$ cat src/rtl/skid_buffer_arbiter_rr.sv
// rtl/skid_buffer_arbiter_rr.sv - round-robin packet-locking arbiter feeding a 2-entry skid buffer
module skid_buffer_arbiter_rr #(
   parameter int WORD_WIDTH = 36,
   parameter int PORT_COUNT = 4,
   localparam int IW = (PORT_COUNT > 1) ? $clog2(PORT_COUNT) : 1
) (
   input  logic                             clock,
   input  logic                             reset_n,
   input  logic [PORT_COUNT-1:0]            s_valid,
   output logic [PORT_COUNT-1:0]            s_ready,
   input  logic [PORT_COUNT*WORD_WIDTH-1:0] s_data,
   input  logic [PORT_COUNT-1:0]            s_last,
   output logic                             m_valid,
   input  logic                             m_ready,
   output logic [WORD_WIDTH-1:0]            m_data,
   output logic                             m_last,
   output logic [IW-1:0]                    m_source
);

   typedef enum logic {IDLE, LOCKED} state_t;

   state_t                state, state_next;
   logic [IW-1:0]         lock_id, lock_next;
   logic [IW-1:0]         ptr, ptr_next;

   logic [1:0]            count, count_next;
   logic                  space;

   logic [IW-1:0]         grant;
   logic                  grant_valid;
   logic [IW-1:0]         sel;
   logic                  sel_active;

   logic [WORD_WIDTH-1:0] in_data;
   logic                  in_last;
   logic                  push, pop;

   logic [WORD_WIDTH-1:0] head_data, skid_data;
   logic                  head_last, skid_last;
   logic [IW-1:0]         head_src,  skid_src;

   function automatic logic [IW-1:0] next_port(input logic [IW-1:0] p);
      return IW'((int'(p) + 1) % PORT_COUNT);
   endfunction

   // Round-robin scan: first valid port starting at ptr, wrapping at the last port.
   always_comb begin
      logic [IW-1:0] idx;
      idx         = '0;
      grant       = '0;
      grant_valid = 1'b0;
      for (int k = 0; k < PORT_COUNT; k++) begin
         idx = IW'((int'(ptr) + k) % PORT_COUNT);
         if (!grant_valid && s_valid[idx]) begin
            grant       = idx;
            grant_valid = 1'b1;
         end
      end
   end

   // Selected port is the packet owner while locked, otherwise the scan winner.
   always_comb begin
      sel        = (state == LOCKED) ? lock_id : grant;
      sel_active = (state == LOCKED) | grant_valid;
   end

   // Only the selected port sees ready, gated by registered space and held low in reset.
   always_comb begin
      s_ready = '0;
      for (int i = 0; i < PORT_COUNT; i++) begin
         if (sel == IW'(i)) begin
            s_ready[i] = reset_n & space & sel_active;
         end
      end
   end

   // Word and last flag of the selected port.
   always_comb begin
      in_data = '0;
      in_last = 1'b0;
      for (int i = 0; i < PORT_COUNT; i++) begin
         if (sel == IW'(i)) begin
            in_data = s_data[i*WORD_WIDTH +: WORD_WIDTH];
            in_last = s_last[i];
         end
      end
   end

   assign push     = |(s_valid & s_ready);
   assign m_valid  = (count != 2'd0);
   assign pop      = m_valid & m_ready;
   assign m_data   = head_data;
   assign m_last   = head_last;
   assign m_source = head_src;

   // Arbitration next state: lock on a non-final word, release and advance ptr on the final one.
   always_comb begin
      state_next = state;
      lock_next  = lock_id;
      ptr_next   = ptr;
      if (push) begin
         if (state == IDLE) begin
            if (in_last) begin
               ptr_next = next_port(grant);
            end else begin
               state_next = LOCKED;
               lock_next  = grant;
            end
         end else if (in_last) begin
            state_next = IDLE;
            ptr_next   = next_port(lock_id);
         end
      end
   end

   // Arbitration state register.
   always_ff @(posedge clock or negedge reset_n) begin
      if (!reset_n) begin
         state   <= IDLE;
         lock_id <= '0;
         ptr     <= '0;
      end else begin
         state   <= state_next;
         lock_id <= lock_next;
         ptr     <= ptr_next;
      end
   end

   // Buffer occupancy after this cycle's push/pop.
   always_comb begin
      count_next = count;
      case ({push, pop})
         2'b10:   count_next = count + 2'd1;
         2'b01:   count_next = count - 2'd1;
         default: count_next = count;
      endcase
   end

   // Head/skid storage: head always holds the oldest word, skid catches the second.
   always_ff @(posedge clock or negedge reset_n) begin
      if (!reset_n) begin
         count     <= 2'd0;
         space     <= 1'b1;
         head_data <= '0;
         head_last <= 1'b0;
         head_src  <= '0;
         skid_data <= '0;
         skid_last <= 1'b0;
         skid_src  <= '0;
      end else begin
         if (push && ((count == 2'd0) || ((count == 2'd1) && pop))) begin
            head_data <= in_data;
            head_last <= in_last;
            head_src  <= sel;
         end
         if (push && (count == 2'd1) && !pop) begin
            skid_data <= in_data;
            skid_last <= in_last;
            skid_src  <= sel;
         end
         if (pop && (count == 2'd2)) begin
            head_data <= skid_data;
            head_last <= skid_last;
            head_src  <= skid_src;
         end
         count <= count_next;
         space <= (count_next != 2'd2);
      end
   end

endmodule

$ cat config.mk
export PLATFORM = sky130hd
export DESIGN_NAME = skid_buffer_arbiter_rr
export DESIGN_NICKNAME = d
export VERILOG_FILES = /design/src/rtl/skid_buffer_arbiter_rr.sv
export SDC_FILE = /design/constraint.sdc
export NUM_CORES = 1
export LEC_CHECK = 0
export CAP_MARGIN = 30
export CORE_ASPECT_RATIO = 0.5
export CORE_MARGIN = 1
export CORE_UTILIZATION = 44
export CTS_CLUSTER_DIAMETER = 150
export DETAILED_ROUTE_END_ITERATION = 8
export PLACE_DENSITY = 0.79
export SLEW_MARGIN = 20
export SYNTH_ARGS = -nofsm -noshare
export SYNTH_HDL_FRONTEND = slang
export SYNTH_SLANG_ARGS = --single-unit
$ cat constraint.sdc
create_clock -name clock -period 3.04 [get_ports clock]
set_input_delay 0.456 -clock clock [delete_from_list [all_inputs] [get_ports clock]]
set_output_delay 0.456 -clock clock [all_outputs]
set_load 0.01 [all_outputs]
==> metrics.md <==
| Metric | Value |
|---|---|
| Final hold vios | 0 |
| Vias per cell | 5.52 |
| First-pass GRT wire length | 24.4 mm |
| Synthesized Nets | 713 |
| Final cycle utilization of the critical path | 0.966 |
| Gr ovfl total | 0 |
| DP HPWL | 11.3 mm |
| Synth cell count leaders | nand2_1 (109), o21ai_0 (97), dfrtp_1 (85) |
| Synth Instances | 549 |
| CTS tree | yes |
| Setup TNS | 0 ps |
| Die height | 77.7 um |
| Crit-path most repeated cell | buf_4 |
| Outcome | completed |
| Post-Layout Cell Count | 913 |
| Post-synth top area cell | dfrtp_1 |
| Ys async rst share | 1.00 |
| Clock power share | 0.129 |
| Netlist cell types | 47 |
| Synthesized area | 5040 um2 |
| Net Sw Frac | 0.412 |
| 1st-iter DRT viols | 270 |
| IO Pins | 199 |
| Synth Warn # | 0 |
| DRC | 0 |
| Row Count | 27 |
| Pwr dens | 1060 nW/um2 |
| Largest net degree at the start of global routing | 72 |
| Die ar. | 11,900 um2 |
| Worst Tran Pin Value | 667 ps |
| CTS H-Tree Depth | 3 |
| Vias | 5,040 |
| Layout overhead on the synthesized area | 55.7% |
| Flop pwr share | 0.241 |
| Top Layer Used | met4 |
| Internal power | 4890 uW |
| Die W | 153 um |
| Clk sinks | 86 |
| Slowest Stage Delay on Critical Path | 490 ps |
| Leak Pwr | 0.00331 uW |
| EDFF count, synth | 0 |
| Worst path slowest cell | clkdlybuf4s50_1 |
| Critical Path RT | 2580 ps |
| Crit path cell chain | clkdlybuf4s50_1, nand2b_1, a21oi_1, o41a_1, buf_4, ha_4, buf_4, and3_1, dlygate4sd2_1 |
| Yosys reg bits | 86 |
| Initial antenna violation count | 0 |
| Final nets | 927 |
| GR Util All Layers | 0.260 |
| M1 WL | 6.40 mm |
| Final setup viols | 0 |
| Post-synth top area share | 0.422 |
| Largest cells by area after synthesis | dfrtp_1 (42%), o21ai_0 (9.6%), mux2_2 (8.3%) |
| I/O Buffers | 198 |
| Layout cells sized above 1 | 0.177 |
| Maximum vdd drop | 490 uV |
| Core area | 11,100 um2 |
| Count leader, synth | nand2_1 |
| Ant diodes | 0 |
| Average size of a mapped cell | 9.17 um2 |
| DRT Pass-1 Iters | 4 |
| Combinational cell fraction of total power | 0.630 |
| Worst min-delay path class | reg -> reg |
| Fill count | 830 |
| Clock Path Buffers | 2 |
| Register area share after synthesis | 0.428 |
| Worst setup path class | in -> out |
| Max Cap Viol | 0 |
| Arrival @ worst endpoint | 2480 ps |
| Final min period | 2940 ps |
| CP bufs+invs | 4 |
| Largest delay share family, worst path | buffers and inverters |
| Met2 routed WL | 7.71 mm |
| GPL Wtd Cong | 0.862 |
| Vias in the first global route | 4,965 |
| Switching power | 3420 uW |
| WL per Instance | 16.6 um |
| Ys flop type | dfrtp_1 |
| RSZ-0062 raised after global routing | no |
| Cts bufs inserted | 9 |
| Initial core utilization | 0.454 |
| Reg clk slew, reported paths | 70 ps |
| CP Capture Type | output port |
| Antenna-violating nets left | 0 |
| Clock Skew | 3.86 ps |
| Final core occ | 0.708 |
| Highest clock rate | 341 MHz |
| Crit path max fanout | 6 |
| Max_slew headroom | 0.555 |
| Drt total wl | 15.1 mm |
| Critical Path Start Type | input port |
| Met3 Routed Length | 691 um |
| Max-slew violation count | 0 |
| Cells after DPL | 894 |
| Root Driver | clkbuf_16 |
| Clk Latency, worst-skew pair | 340 ps |
==> cells in the final DEF (no fill, tap or decap), drive strengths merged, types with 3 or more instances in the layout <==
| cell type | netlist | layout |
|---|---|---|
| clkdlybuf4s50 | 0 | 192 |
| a211oi | 36 | 36 |
| nand2 | 110 | 110 |
| clkinv | 0 | 3 |
| mux2 | 39 | 39 |
| dlygate4sd2 | 0 | 4 |
| and3 | 5 | 5 |
| mux2i | 13 | 13 |
| o21ai | 105 | 105 |
| nand3 | 3 | 3 |
| nand2b | 4 | 4 |
| buf | 32 | 53 |
| o221a | 8 | 8 |
| clkbuf | 16 | 9 |
| o221ai | 27 | 27 |
| ha | 9 | 9 |
| nor2 | 10 | 10 |
| inv | 14 | 16 |
| dfrtp | 85 | 85 |
| a21oi | 9 | 9 |
==> path summary, 6_finish.rpt <==
path	startpoint	to	slack, ps	cells after the start
setup / recovery	s_valid[0]	s_ready[2]	100	9
hold / removal	skid_data[13]	skid_data[13]	480	2
setup reg to reg	ptr[1]	m_data[26]	250	11
hold reg to reg	skid_data[13]	skid_data[13]	480	2
max in group asynchronous	reset_n	m_data[12]	1650	4
min in group asynchronous	reset_n	m_data[0]	530	2
==> routing by layer <==
| layer | vias to the layer above | GRT usage |
|---|---|---|
| met4 | 0 | 0.0869 |
| met5 | - | 0 |
| met3 | 32 | 0.0553 |
| met1 | 2439 | 0.314 |
| met2 | 130 | 0.463 |
| li1 | 2439 | - |
==> timing repair <==
action | 4_1_cts | 5_1_grt
hold endpoints to repair | 15 | 0
hold buffers | 1 | 0
setup buffers | 0 | 1
gates resized for setup | 10 | 7
pin swaps | 0 | 1
endpoints found under the setup margin | 4 | 28
==> logic make-up (layout without fill, tap and decap cells) <==
logic type | Yosys count | after routing | share of synthesized area
AOI/OAI and AO/OA | 198 | 198 | 0.255
and+or+nand+nor | 141 | 141 | 0.120
DFF | 86 | 86 | 0.428
buffers and inverters | 62 | 281 | 0.0576
muxes | 53 | 53 | 0.118
adders and majority gates | 9 | 9 | 0.0224
==> tightest hold or removal path: stages, from the launching register on <==
cell and delay, ps:
dfrtp_1 340, nand2_1 50, o21ai_0 60
==> registers in the layout, summed over array words and instances (netlist names) <==
| name | flops |
|---|---|
| m_source | 2 |
| skid_src | 2 |
| skid_data | 36 |
| state | 1 |
| ptr | 2 |
| lock_id | 2 |
| count | 2 |
| m_last | 1 |
| skid_last | 1 |
| space | 1 |
| m_data | 36 |
==> power by group through the flow <==
stage / registers [uW] / clock network, uW / logic (uW)
after floorplan: 2060 / 0 / 3030
after global placement: 1990 / 0 / 5010
after detailed placement: 2020 / 0 / 5150
after CTS: 2000 / 1090 / 5210
after global routing: 2060 / 1140 / 5780
final: 2010 / 1070 / 5230
==> stage by stage <==
step | worst slack (ps) | hold slack, ps | instance area (um2) | total power, uW
3_3_place_gp | -183 | 331 | 7460 | 7000
3_5_place_dp | -323 | 334 | 7460 | 7160
5_1_grt | 11.7 | 499 | 7840 | 8980
4_1_cts | 93.0 | 485 | 7780 | 8290
2_1_floorplan | 361 | 160 | 5040 | 5090
6_report | 103 | 481 | 7840 | 8310
==> layout make-up <==
| class | instances | area [um2] | area share |
|---|---|---|---|
| Multi-Input combinational cell | 401 | 2650 | 0.338 |
| Timing Repair Buffer | 251 | 2510 | 0.320 |
| Sequential cell | 86 | 2150 | 0.275 |
| Clock buffer | 9 | 225 | 0.0287 |
| Tap cell | 145 | 181 | 0.0231 |
| Clock inverter | 7 | 68.8 | 0.00878 |
| Inverter | 14 | 52.6 | 0.00670 |
Note: power is estimated with default switching activity, not from simulation.
